<file path="src/rtl/light_pen_detector.sv">
// Light pen front end: settles and samples the photodetector per scanned pixel and emits a
// one-cycle write pulse plus the last hit position. Optional feature: LIGHT_PEN_CONFIRM_EN.
module light_pen_detector #(
   parameter int unsigned SETTLE_CYCLES = 4,
   parameter int unsigned HIT_CYCLES    = 3,
   parameter int unsigned CNT_W         = 4
) (
   input  logic       clk,
   input  logic       rst,
   input  logic       pen_in,
   input  logic       pen_btn,
   input  logic [7:0] led_row,
   input  logic [7:0] led_col,
   output logic       we,
   output logic [2:0] hit_row,
   output logic [2:0] hit_col,
   output logic       hit_valid
);

   localparam int unsigned ADDR_W = 16;
   localparam int unsigned IDX_W  = 3;
   localparam logic [CNT_W-1:0] SETTLE_LAST = CNT_W'(SETTLE_CYCLES - 1);
   localparam logic [CNT_W-1:0] HIT_LAST    = CNT_W'(HIT_CYCLES - 1);

   typedef enum logic [2:0] {S_IDLE, S_SETTLE, S_SAMPLE, S_HIT, S_DONE} state_e;

   function automatic logic [IDX_W-1:0] enc8(input logic [7:0] v);
      logic [IDX_W-1:0] idx;
      idx = '0;
      for (int i = 0; i < 8; i++) begin
         if (v[i]) idx = IDX_W'(i);
      end
      return idx;
   endfunction

   state_e             state_q, state_d;
   logic [1:0]         pen_sync_q, btn_sync_q;
   logic [ADDR_W-1:0]  addr_q;
   logic [CNT_W-1:0]   settle_q, settle_d;
   logic [CNT_W-1:0]   hitc_q, hitc_d;
   logic               we_q, we_d;
   logic [IDX_W-1:0]   row_q, row_d, col_q, col_d;
   logic               valid_q, valid_d;
   logic               hif_q, hif_d;
`ifdef LIGHT_PEN_CONFIRM_EN
   logic [2*IDX_W-1:0] prev_q, prev_d;
   logic               conf_q, conf_d;
`endif

   logic              pen_s, btn_s;
   logic              addr_chg, addr_ok, frame_start;
   logic [IDX_W-1:0]  row_idx, col_idx;

   assign pen_s       = pen_sync_q[1];
   assign btn_s       = btn_sync_q[1];
   assign addr_chg    = ({led_row, led_col} != addr_q);
   assign addr_ok     = $onehot(led_row) && $onehot(led_col);
   assign frame_start = addr_chg && (led_row == 8'h01) && (led_col == 8'h01);
   assign row_idx     = enc8(led_row);
   assign col_idx     = enc8(led_col);

   assign we        = we_q;
   assign hit_row   = row_q;
   assign hit_col   = col_q;
   assign hit_valid = valid_q;

   // Next-state, counters and hit bookkeeping; an address change overrides everything.
   always_comb begin
      logic hit_set;
      state_d  = state_q;
      settle_d = settle_q;
      hitc_d   = hitc_q;
      we_d     = 1'b0;
      row_d    = row_q;
      col_d    = col_q;
      valid_d  = valid_q;
      hif_d    = hif_q;
      hit_set  = 1'b0;
`ifdef LIGHT_PEN_CONFIRM_EN
      prev_d   = prev_q;
      conf_d   = conf_q;
`endif
      if (addr_chg) begin
         state_d  = addr_ok ? S_SETTLE : S_IDLE;
         settle_d = '0;
         hitc_d   = '0;
      end else begin
         case (state_q)
            S_IDLE: state_d = S_IDLE;
            S_SETTLE: begin
               if (settle_q == SETTLE_LAST) begin
                  state_d = S_SAMPLE;
                  hitc_d  = '0;
               end else begin
                  settle_d = settle_q + CNT_W'(1);
               end
            end
            S_SAMPLE: begin
               if (!pen_s) begin
                  hitc_d = '0;
               end else if (hitc_q != HIT_LAST) begin
                  hitc_d = hitc_q + CNT_W'(1);
               end else begin
                  state_d = S_DONE;
                  if (btn_s) begin
`ifdef LIGHT_PEN_CONFIRM_EN
                     // Write only when the previous qualified hit was this same pixel.
                     if (conf_q && (prev_q == {row_idx, col_idx})) hit_set = 1'b1;
                     prev_d = {row_idx, col_idx};
                     conf_d = 1'b1;
`else
                     hit_set = 1'b1;
`endif
                  end
               end
            end
            S_HIT:  state_d = S_DONE;
            S_DONE: state_d = S_DONE;
            default: state_d = S_IDLE;
         endcase
      end

      if (hit_set) begin
         state_d = S_HIT;
         we_d    = 1'b1;
         row_d   = row_idx;
         col_d   = col_idx;
      end

      // A frame with no hit drops hit_valid at the next frame start; a concurrent hit wins.
      if (frame_start) begin
         if (!hif_q) valid_d = 1'b0;
         hif_d = 1'b0;
      end
      if (hit_set) begin
         valid_d = 1'b1;
         hif_d   = 1'b1;
      end
   end

   always_ff @(posedge clk or posedge rst) begin
      if (rst) begin
         state_q    <= S_IDLE;
         pen_sync_q <= '0;
         btn_sync_q <= '0;
         addr_q     <= '0;
         settle_q   <= '0;
         hitc_q     <= '0;
         we_q       <= 1'b0;
         row_q      <= '0;
         col_q      <= '0;
         valid_q    <= 1'b0;
         hif_q      <= 1'b0;
`ifdef LIGHT_PEN_CONFIRM_EN
         prev_q     <= '0;
         conf_q     <= 1'b0;
`endif
      end else begin
         state_q    <= state_d;
         pen_sync_q <= {pen_sync_q[0], pen_in};
         btn_sync_q <= {btn_sync_q[0], pen_btn};
         addr_q     <= {led_row, led_col};
         settle_q   <= settle_d;
         hitc_q     <= hitc_d;
         we_q       <= we_d;
         row_q      <= row_d;
         col_q      <= col_d;
         valid_q    <= valid_d;
         hif_q      <= hif_d;
`ifdef LIGHT_PEN_CONFIRM_EN
         prev_q     <= prev_d;
         conf_q     <= conf_d;
`endif
      end
   end

endmodule
</file>
<file path="config.mk">
export PLATFORM = sky130hd
export DESIGN_NAME = light_pen_detector
export DESIGN_NICKNAME = d
export VERILOG_FILES = /design/src/rtl/light_pen_detector.sv
export SDC_FILE = /design/constraint.sdc
export NUM_CORES = 1
export LEC_CHECK = 0
export BUFFER_PORTS_ARGS = -buffer_cell sky130_fd_sc_hd__buf_4
export CORE_MARGIN = 4
export CORE_UTILIZATION = 42
export DETAILED_ROUTE_END_ITERATION = 8
export SLEW_MARGIN = 20
export SYNTH_ARGS = -nofsm -noshare
export SYNTH_HDL_FRONTEND = slang
export SYNTH_SLANG_ARGS = --single-unit
</file>
<file path="constraint.sdc">
create_clock -name clk -period 3.5 [get_ports clk]
set_input_delay 0.35 -clock clk [delete_from_list [all_inputs] [get_ports clk]]
set_output_delay 0.35 -clock clk [all_outputs]
set_load 0.02 [all_outputs]
</file>
==> summary.md, run 1 <==
| Metric | Value |
|---|---|
| Status | finished, final reports clean |
| Post-synth EDFFs | 0 |
| Synth warn | 0 |
| Die W | 80.1 µm |
| Vias in the first global route | 1608 |
| Initial cell density of the core | 44.8% |
| Clk_lat worst skew | 0.29 ns |
| RSZ-0062 raised after global routing | false |
| DR WL/cell | 13.2 µm |
| Worst-margin pin slew | 0.563 ns |
| Vias | 1496 |
| Hold path cells | 1 |
| Setup crit start kind | primary input |
| Clock sinks | 40 |
| # H-tree levels | 2 |
| Die area | 6420 µm² |
| Crit-path slowest cell | fa_1 |
| Layout area overhead | 21.5% |
| TritonCTS buffer count | 5 |
| Setup ws final | 0.135 ns |
| Max Freq | 297 MHz |
| Initial drt markers | 106 |
| Setup Viol. Count Final | 0 |
| Routed WL | 4.12 mm |
| Data required time of the worst path | 3.72 ns |
| Crit Path Max Fanout | 2 |
| Pwr/cell area | 399 nW/µm² |
| CTS Root Cell | clkbuf_8 |
| Syn avg cell area | 10.9 µm² |
| Post-route DRC | 0 |
| Top FF cell, synth | dfrtp_1 |
| Nature of the critical path endpoint | register |
| Fin nets | 282 |
| Final cell count without fillers | 311 |
| Die Ht | 80.1 µm |
| Critical Path AT | 3.58 ns |
| Area after DPL | 2530 µm² |
| IO Count | 28 |
| Cell count after synthesis | 201 |
| Clock slew at reported path FFs | 0.08 ns |
| Critical path depth | 13 |
| Crit Path Category | in2reg |
| Final Hold Violating Endpoints | 0 |
| Pre-CTS setup slack | -0.163 ns |
| FFs w/ async S/R, synth | 100% |
| Global route overflow | 0 |
| Setup TNS | 0 ns |
| Yosys reg bits | 40 |
| # diodes | 0 |
| Synthesized area | 2180 µm² |
| PortBufs | 27 |
| Hpwl dp | 3.14 mm |
| Fraction of layout cells with a size suffix above 1 | 22.1% |
| Peak VDD IR | 0.000270 V |
| Buf+Inv Stages, Crit Path | 4 |
| Max incr delay on CP | 0.51 ns |
| Post-Layout Inst Area | 2650 µm² |
| Reg2reg path depth | 7 |
| Post-Place Cells | 303 |
| Crit path max-delay family | adder cells |
| Antenna violations before repair | 0 |
| Crit-path cells | buf_4 > inv_1 > fa_1 > fa_1 > fa_1 > inv_1 > ha_1 > inv_1 > fa_1 > a2111oi_1 > a21oi_1 > or3_1 > mux2i_1 |
| Register area share after synthesis | 45.8% |
| Slew Limit Headroom | 62.1% |
| Largest net degree at the start of global routing | 41 |
| CTS tree | built |
| Drt via density | 4.81 |
| Final Critical Period | 3.36 ns |
| Total GRT Usage | 15.6% |
| RePlAce Congestion | 0.795 |
| Most used cell, CP | fa_1 |
| Setup Fix Bufs, Post-CTS | 0 |
| Antenna-violating nets left | 0 |
| Slew Limit Fails | 0 |
| Core area | 4880 µm² |
| DRT Pass-1 Iters | 4 |
| Max Clock Skew | 0.00441 ns |
| CTS Buffer Depth | 2 |
| Row cnt | 25 |
| Count of cell types in the netlist | 34 |
| Max-capacitance violation count | 0 |
| Leakage | 1.28 nW |
| Period Utilization, post-route | 96.1% |
| Worst min path class | in2reg |
| Mapped Nets | 240 |
| First-pass GRT wire length | 7.56 mm |
area by class of cell:
type / count / area, µm²
clock buffers: 6 / 82.6
clock inverters: 2 / 38.8
fillers: 473 / 2230
inverters: 33 / 124
multi-input cells: 126 / 1050
flip-flops and latches: 40 / 1000
well taps: 67 / 83.8
repair buffers: 37 / 278
layout by cell type (no fill, tap or decap), types with 2 or more instances in the layout:
cell type / count
dfrtp_1: 40
buf_4: 37
inv_1: 33
nor2_1: 18
xor2_1: 17
ha_1: 11
a21oi_1: 9
fa_1: 8
o21ai_0: 6
mux2i_1: 6
clkbuf_8: 6
nor2b_1: 5
nor4_2: 4
nor3_1: 4
nand2_1: 4
nand3_1: 3
nand2b_1: 3
nand4_1: 3
mux2_4: 3
or3_1: 2
o21bai_1: 2
xnor2_1: 2
o21a_1: 2
o311ai_0: 2
nor4_1: 2
kinds of logic after synthesis:
family,synth area share [%]
simple gates,14.9
flops,45.8
buf+inv,6.36
compound gates,6.82
xor+xnor,7.62
fa+ha+maj,13.6
mux,4.81
sequential cells by signal, summed over array words and instances, names as in the netlist:
name,flops
addr_q,16
btn_sync_q,2
hif_q,1
hit_col,3
hit_row,3
hit_valid,1
hitc_q,4
pen_sync_q,2
settle_q,4
state_q,3
we,1
synthesized netlist by cell type (2+ instances only):
cell type  instances  share of area (%)
a2111oi_0          2               0.80
a21oi_1            9                2.1
dfrtp_1           40                 46
fa_1               8                7.3
ha_1              11                6.3
inv_1             33                5.7
mux2_4             3                2.1
mux2i_1            6                2.7
nand2_1            4               0.69
nand2b_1           3               0.86
nand3_1            3               0.69
nand4_1            3               0.86
nor2_1            18                3.1
nor2b_1            5                1.4
nor3_1             4               0.92
nor4_1             2               0.57
nor4_2             4                2.3
o21a_1             2               0.69
o21ai_0            6                1.4
o21bai_1           2               0.69
o311ai_0           2               0.80
or3_1              2               0.57
xnor2_1            2               0.80
xor2_1            17                6.8
worst paths after layout:
path | startpoint | to | slack, ns
hold / removal | pen_in | pen_sync_q[0] | 0.16
setup reg to reg | addr_q[9] | hit_row[2] | 1.24
min in group asynchronous | rst | addr_q[1] | 0.17
max in group asynchronous | rst | addr_q[12] | 2.98
hold reg to reg | pen_sync_q[0] | pen_sync_q[1] | 0.35
setup / recovery | led_row[1] | state_q[0] | 0.14
per-stage QoR:
stage / hold slack, ns / power, mW / util, %
2_1_floorplan: 0.331 / 0.599 / -
3_3_place_gp: 0.333 / 0.662 / 51.9
3_5_place_dp: 0.341 / 0.665 / 51.9
4_1_cts: 0.149 / 1.07 / 54.4
5_1_grt: 0.130 / 1.13 / 54.4
6_report: 0.159 / 1.06 / 54.4
routing by layer:
metal / up-vias / wire, µm / global-route usage, %
met5: - / 0 / 0
met4: 0 / 93 / 7.77
met3: 8 / 103 / 3.25
met2: 22 / 1990 / 24.7
met1: 721 / 1930 / 20.2
li1: 745 / - / -
report_power, final:
part           leakage (nW)  internal, mW  switching [mW]
Sequential            0.497         0.474         0.00626
Clock                0.0614         0.233           0.170
Combinational         0.725        0.0785          0.0959
Total                  1.28         0.786           0.272
repair_timing:
action / 4_1_cts / 5_1_grt
setup endpoints to repair: 0 / 1
gates resized for setup: 0 / 1
hold buffers: 0 / 0
Note: power is estimated with default switching activity, not from simulation.
==> inputs of run 2 (changes only) <==
Settings changed: GPL_TIMING_DRIVEN set to 0, PLACE_DENSITY_LB_ADDON set to 0.3.
==> summary.md, run 2 (same netlist as run 1, synthesis figures left out) <==
| Metric | Value |
|---|---|
| Row cnt | 25 (unchanged) |
| Max Clock Skew | 0.00655 ns (was 0.00441 ns) |
| CTS Root Cell | clkbuf_8 (unchanged) |
| Die W | 80.1 µm (unchanged) |
| Fin nets | 276 (was 282) |
| Initial drt markers | 71 (was 106) |
| Die area | 6420 µm² (unchanged) |
| Setup Viol. Count Final | 0 (unchanged) |
| Layout area overhead | 19.3% (was 21.5%) |
| PortBufs | 27 (unchanged) |
| Max Freq | 300 MHz (was 297 MHz) |
| Data required time of the worst path | 3.72 ns (about the same) |
| Routed WL | 3.99 mm (was 4.12 mm) |
| Antenna-violating nets left | 0 (unchanged) |
| Die Ht | 80.1 µm (unchanged) |
| R2r setup slk | 1.56 ns (was 1.24 ns) |
| Total chip power | 0.975 mW (was 1.06 mW) |
| Core area | 4880 µm² (unchanged) |
| Final Hold Violating Endpoints | 0 (unchanged) |
| Fraction of layout cells with a size suffix above 1 | 20.2% (was 22.1%) |
| Slew Limit Headroom | 64.7% (was 62.1%) |
| Final Critical Period | 3.34 ns (was 3.36 ns) |
| First-pass GRT wire length | 7.38 mm (was 7.56 mm) |
| Most common cell after layout, fill and taps aside | dfrtp_1 (unchanged) |
| Clock sinks | 40 (unchanged) |
| Clock slew at reported path FFs | 0.07 ns (was 0.08 ns) |
| Largest register FFs | 16 (unchanged) |
| CTS Buffer Depth | 2 (unchanged) |
| Setup crit start kind | primary input (unchanged) |
| Status | finished, final reports clean (unchanged) |
| Most frequent cells in the layout | 40 x dfrtp_1, 32 x inv_1, 27 x buf_4, 18 x nor2_1, 17 x xor2_1 (was 40 x dfrtp_1, 37 x buf_4, 33 x inv_1, 18 x nor2_1, 17 x xor2_1) |
| Critical Path AT | 3.56 ns (was 3.58 ns) |
| Vias | 1476 (was 1496) |
| DR WL/cell | 13.1 µm (was 13.2 µm) |
| Initial cell density of the core | 44.8% (unchanged) |
| Worst min path class | in2reg (unchanged) |
| Nature of the critical path endpoint | register (unchanged) |
| TritonCTS buffer count | 5 (unchanged) |
| Pwr/cell area | 374 nW/µm² (was 399 nW/µm²) |
| Max-capacitance violation count | 0 (unchanged) |
| Biggest regs | addr_q x16, hitc_q x4, settle_q x4 (unchanged) |
| # H-tree levels | 2 (unchanged) |
| Setup Fix Bufs, Post-CTS | 0 (unchanged) |
| DRT Pass-1 Iters | 4 (unchanged) |
| RSZ-0062 raised after global routing | false (unchanged) |
| Area used by multi-input combinational logic | 1060 µm² (was 1050 µm²) |
| Worst-margin pin slew | 0.525 ns (was 0.563 ns) |
| Vias in the first global route | 1631 (was 1608) |
| Total GRT Usage | 14.9% (was 15.6%) |
| Leakage | 1.24 nW (was 1.28 nW) |
| Slew Limit Fails | 0 (unchanged) |
| # diodes | 0 (unchanged) |
| Clk_lat worst skew | 0.30 ns (was 0.29 ns) |
| Largest net degree at the start of global routing | 34 (was 41) |
| Reg with most FFs | addr_q (unchanged) |
| Reg area | 1000 µm² (unchanged) |
| Final cell count without fillers | 305 (was 311) |
| Global route overflow | 0 (unchanged) |
| Crit Path Max Fanout | 4 (was 2) |
| Hpwl dp | 3.13 mm (was 3.14 mm) |
| Drt via density | 4.84 (was 4.81) |
| Antenna violations before repair | 0 (unchanged) |
| IO Count | 28 (unchanged) |
| FILL cells | 477 (was 473) |
| Post-Place Cells | 296 (was 303) |
| RePlAce Congestion | 0.783 (was 0.795) |
| CTS tree | built (unchanged) |
| Post-route DRC | 0 (unchanged) |
| Crit Path Category | in2reg (unchanged) |
| Peak VDD IR | 0.000232 V (was 0.000270 V) |
| Period Utilization, post-route | 95.4% (was 96.1%) |
[run 2: changes by cell type in the layout (fill, tap and decap cells not counted), sizes merged]
| cell | previous run | this run |
|---|---|---|
| buf | 37 | 29 |
| clkinv | 1 | 0 |
| bufinv | 1 | 0 |
| dlygate4sd3 | 0 | 1 |
| clkbuf | 6 | 9 |
[run 2: worst paths after layout]
path | from | to | cells past startpoint
worst min-delay path | pen_in | pen_sync_q[0] | 1
worst max register to register | addr_q[12] | hit_row[2] | 6
min in group asynchronous | rst | hit_row[0] | 3
worst max-delay path | led_row[0] | state_q[0] | 13
worst min register to register | pen_sync_q[0] | pen_sync_q[1] | 0
max in group asynchronous | rst | addr_q[7] | 4
[run 2: area by class of cell]
type	instances	share of cell area, %
plain buffers	2	0.576
clock buffers	8	3.46
inverters	33	4.75
multi-input cells	126	40.7
flip-flops and latches	40	38.4
well taps	67	3.22
repair buffers	29	8.93
[run 2: stage by stage]
step / utilization, % / setup TNS, ns / hold WS [ns] / cell area (µm²) / worst slack, ns
floorplan: - / 0 / 0.331 / 2180 / 0.155
global placement: 50.6 / -0.127 / 0.332 / 2470 / -0.127
detailed placement: 51.1 / -0.170 / 0.283 / 2490 / -0.170
CTS: 53.1 / 0 / 0.152 / 2590 / 0.132
global route: 53.4 / 0 / 0.148 / 2610 / 0.00383
finish: 53.4 / 0 / 0.159 / 2610 / 0.161
[run 2: per-layer routing]
metal | vias to the layer above | share of wire, % | track usage [%]
li1 | 729 | - | -
met5 | - | 0 | 0
met1 | 720 | 46 | 19.3
met2 | 22 | 48 | 24.0
met4 | 0 | 1.2 | 4.05
met3 | 5 | 4.7 | 4.82
[run 2: worst max-delay path: stages]
cell	delay, ns
buf_4	0.10
inv_1	0.05
fa_1	0.55
fa_1	0.43
fa_1	0.45
inv_1	0.07
ha_2	0.18
inv_1	0.05
fa_1	0.38
a2111oi_2	0.33
a21oi_1	0.07
or3_4	0.40
mux2i_1	0.14
[run 2: where the power goes]
part	internal, mW	total [mW]	switching (mW)
combinational	0.0788	0.176	0.0968
clock	0.161	0.319	0.158
sequential	0.474	0.480	0.00600
[run 2: timing repair]
action	4_1_cts	5_1_grt
hold endpoints to repair	7	0
setup endpoints to repair	0	1
resized for setup	0	5
hold buffers	1	0
==> inputs of run 3 (changes only) <==
Settings changed: CTS_BUF_LIST set to sky130_fd_sc_hd__clkbuf_16.
==> summary.md, run 3 (same netlist as run 1, synthesis figures left out) <==
| Metric | Value |
|---|---|
| Status | finished, final reports clean (unchanged) |
| Die area | 6420 µm² (unchanged) |
| CTS tree | built (unchanged) |
| Critical Path Start | led_col[1] (was led_row[0]) |
| Antenna-violating nets left | 0 (unchanged) |
| Core area | 4880 µm² (unchanged) |
| Most frequent cells in the layout | 40 x dfrtp_1, 34 x inv_1, 27 x buf_4, 18 x nor2_1, 17 x xor2_1 (was 40 x dfrtp_1, 32 x inv_1, 27 x buf_4, 18 x nor2_1, 17 x xor2_1) |
| Leakage | 1.27 nW (was 1.24 nW) |
| Max Freq | 298 MHz (was 300 MHz) |
| Routed WL | 4.03 mm (was 3.99 mm) |
| Setup ws final | 0.142 ns (was 0.161 ns) |
| FILL cells | 467 (was 477) |
| Vias in the first global route | 1635 (was 1631) |
| Fraction of layout cells with a size suffix above 1 | 20.2% (unchanged) |
| # H-tree levels | 2 (unchanged) |
| Crit Path Max Fanout | 4 (unchanged) |
| Peak VDD IR | 0.000213 V (was 0.000232 V) |
| Nature of the critical path endpoint | register (unchanged) |
| Crit Path Category | in2reg (unchanged) |
| # diodes | 0 (unchanged) |
| First-pass GRT wire length | 7.43 mm (was 7.38 mm) |
| TritonCTS buffer count | 5 (unchanged) |
| Clock power frac | 39.1% (was 32.7%) |
| Antenna violations before repair | 0 (unchanged) |
| DRT Pass-1 Iters | 4 (unchanged) |
| Flop pwr share | 44.2% (was 49.3%) |
| Post-route DRC | 0 (unchanged) |
| Most common cell after layout, fill and taps aside | dfrtp_1 (unchanged) |
| Post-Layout Inst Area | 2660 µm² (was 2610 µm²) |
| Pre-CTS setup slack | -0.170 ns (unchanged) |
| Setup Viol. Count Final | 0 (unchanged) |
| Die Ht | 80.1 µm (unchanged) |
| Slew Limit Headroom | 64.8% (was 64.7%) |
| CTS Buffer Depth | 2 (unchanged) |
| DR WL/cell | 13.2 µm (was 13.1 µm) |
| Fin nets | 276 (unchanged) |
| P_int | 0.812 mW (was 0.714 mW) |
| Pwr/cell area | 410 nW/µm² (was 374 nW/µm²) |
| Slew Limit Fails | 0 (unchanged) |
| Final Critical Period | 3.36 ns (was 3.34 ns) |
| Drt via density | 4.91 (was 4.84) |
| Setup crit start kind | primary input (unchanged) |
| Hold path cells | 1 (unchanged) |
| Period Utilization, post-route | 95.9% (was 95.4%) |
| RePlAce Congestion | 0.783 (unchanged) |
| Row cnt | 25 (unchanged) |
| Largest net degree at the start of global routing | 34 (unchanged) |
| IO Count | 28 (unchanged) |
| Psw | 0.276 mW (was 0.261 mW) |
| Min-delay src | pen_in (unchanged) |
| Final Hold Violating Endpoints | 0 (unchanged) |
| Largest register FFs | 16 (unchanged) |
| Setup Fix Bufs, Post-CTS | 0 (unchanged) |
| Initial drt markers | 79 (was 71) |
| Die W | 80.1 µm (unchanged) |
| Comb power frac | 16.7% (was 18.0%) |
| Clock sinks | 40 (unchanged) |
| Area after DPL | 2490 µm² (unchanged) |
| Worst min path class | in2reg (unchanged) |
| Clock slew at reported path FFs | 0.05 ns (was 0.07 ns) |
| Initial cell density of the core | 44.8% (unchanged) |
| Layout area overhead | 21.6% (was 19.3%) |
| Max-capacitance violation count | 0 (unchanged) |
| Reg2reg path depth | 6 (unchanged) |
| Biggest regs | addr_q x16, hitc_q x4, settle_q x4 (unchanged) |
| Data required time of the worst path | 3.70 ns (was 3.72 ns) |
| R2r setup slk | 1.55 ns (was 1.56 ns) |
| Max Clock Skew | 0.00585 ns (was 0.00655 ns) |
| Sw frac | 25.4% (was 26.8%) |
| Total GRT Usage | 15.0% (was 14.9%) |
| Vias | 1498 (was 1476) |
| Clk_lat worst skew | 0.28 ns (was 0.30 ns) |
| Hold Path End | pen_sync_q[0] (unchanged) |
| Worst R2R Start | addr_q[12] (unchanged) |
| Critical Path AT | 3.56 ns (about the same) |
| RR Endpoint | hit_row[2] (unchanged) |
| Global route overflow | 0 (unchanged) |
| Total chip power | 1.09 mW (was 0.975 mW) |
| Hpwl dp | 3.13 mm (unchanged) |
| Worst-margin pin slew | 0.524 ns (was 0.525 ns) |
| Reg with most FFs | addr_q (unchanged) |
| CTS Root Cell | clkbuf_16 (was clkbuf_8) |
| PortBufs | 27 (unchanged) |
==> run 3: cell types whose count changed in the layout (fill, tap and decap cells not counted) <==
| cell | before | now |
|---|---|---|
| clkbuf_1 | 3 | 1 |
| clkbuf_16 | 0 | 5 |
| a2111oi_2 | 1 | 2 |
| clkinv_1 | 0 | 1 |
| a2111oi_1 | 1 | 0 |
| clkbuf_8 | 6 | 0 |
| inv_1 | 32 | 34 |
==> run 3: area by class of cell <==
type,instances,area (µm²),share of cell area [%]
Multi-Input combinational cell,126,1060,40.1
Sequential cell,40,1000,37.7
Timing Repair Buffer,29,233,8.76
Clock buffer,5,125,4.71
Inverter,33,124,4.66
Tap cell,67,83.8,3.15
Buffer,2,15.0,0.565
Clock inverter,3,11.3,0.424
==> run 3: worst max path at each step <==
| stage | to | cells past startpoint |
|---|---|---|
| finish | state_q[0] | 13 |
| global route | state_q[0] | 13 |
| CTS | state_q[0] | 13 |
| detailed placement | state_q[0] | 13 |
| global placement | state_q[0] | 13 |
| floorplan | state_q[0] | 12 |
==> run 3: stage by stage <==
stage	cells	setup TNS, ns	hold WS [ns]	util (%)
floorplan	201	0	0.331	-
global placement	295	-0.127	0.332	50.6
detailed placement	296	-0.170	0.283	51.1
CTS	305	0	0.170	54.1
global route	305	-0.0369	0.169	54.5
finish	305	0	0.175	54.5
==> run 3: what timing repair did <==
action                                  in CTS  in global routing
endpoints found under the hold margin        7                  0
endpoints found under the setup margin       0                  1
hold buffers                                 1                  0
gates resized for setup                      0                  6
==> run 3: routing by layer <==
| metal | vias up | routed length, µm | track usage (%) |
|---|---|---|---|
| met5 | - | 0 | 0 |
| met4 | 0 | 54 | 4.05 |
| met3 | 5 | 192 | 4.82 |
| met2 | 29 | 1960 | 24.3 |
| met1 | 730 | 1820 | 19.3 |
| li1 | 734 | - | - |
==> run 3: worst max-delay path, stage by stage <==
cell	delay [ns]
buf_4	0.13
inv_1	0.09
fa_1	0.44
fa_1	0.51
fa_1	0.41
inv_1	0.07
ha_1	0.17
inv_1	0.06
fa_1	0.40
a2111oi_2	0.37
a21oi_1	0.08
or3_4	0.34
mux2i_1	0.13
==> run 3: power groups by stage <==
stage / registers, mW / clock network (mW) / logic (mW)
finish: 0.481 / 0.425 / 0.182
detailed placement: 0.490 / 0 / 0.170
floorplan: 0.489 / 0 / 0.111
global placement: 0.489 / 0 / 0.162
CTS: 0.482 / 0.437 / 0.172
global route: 0.483 / 0.453 / 0.211
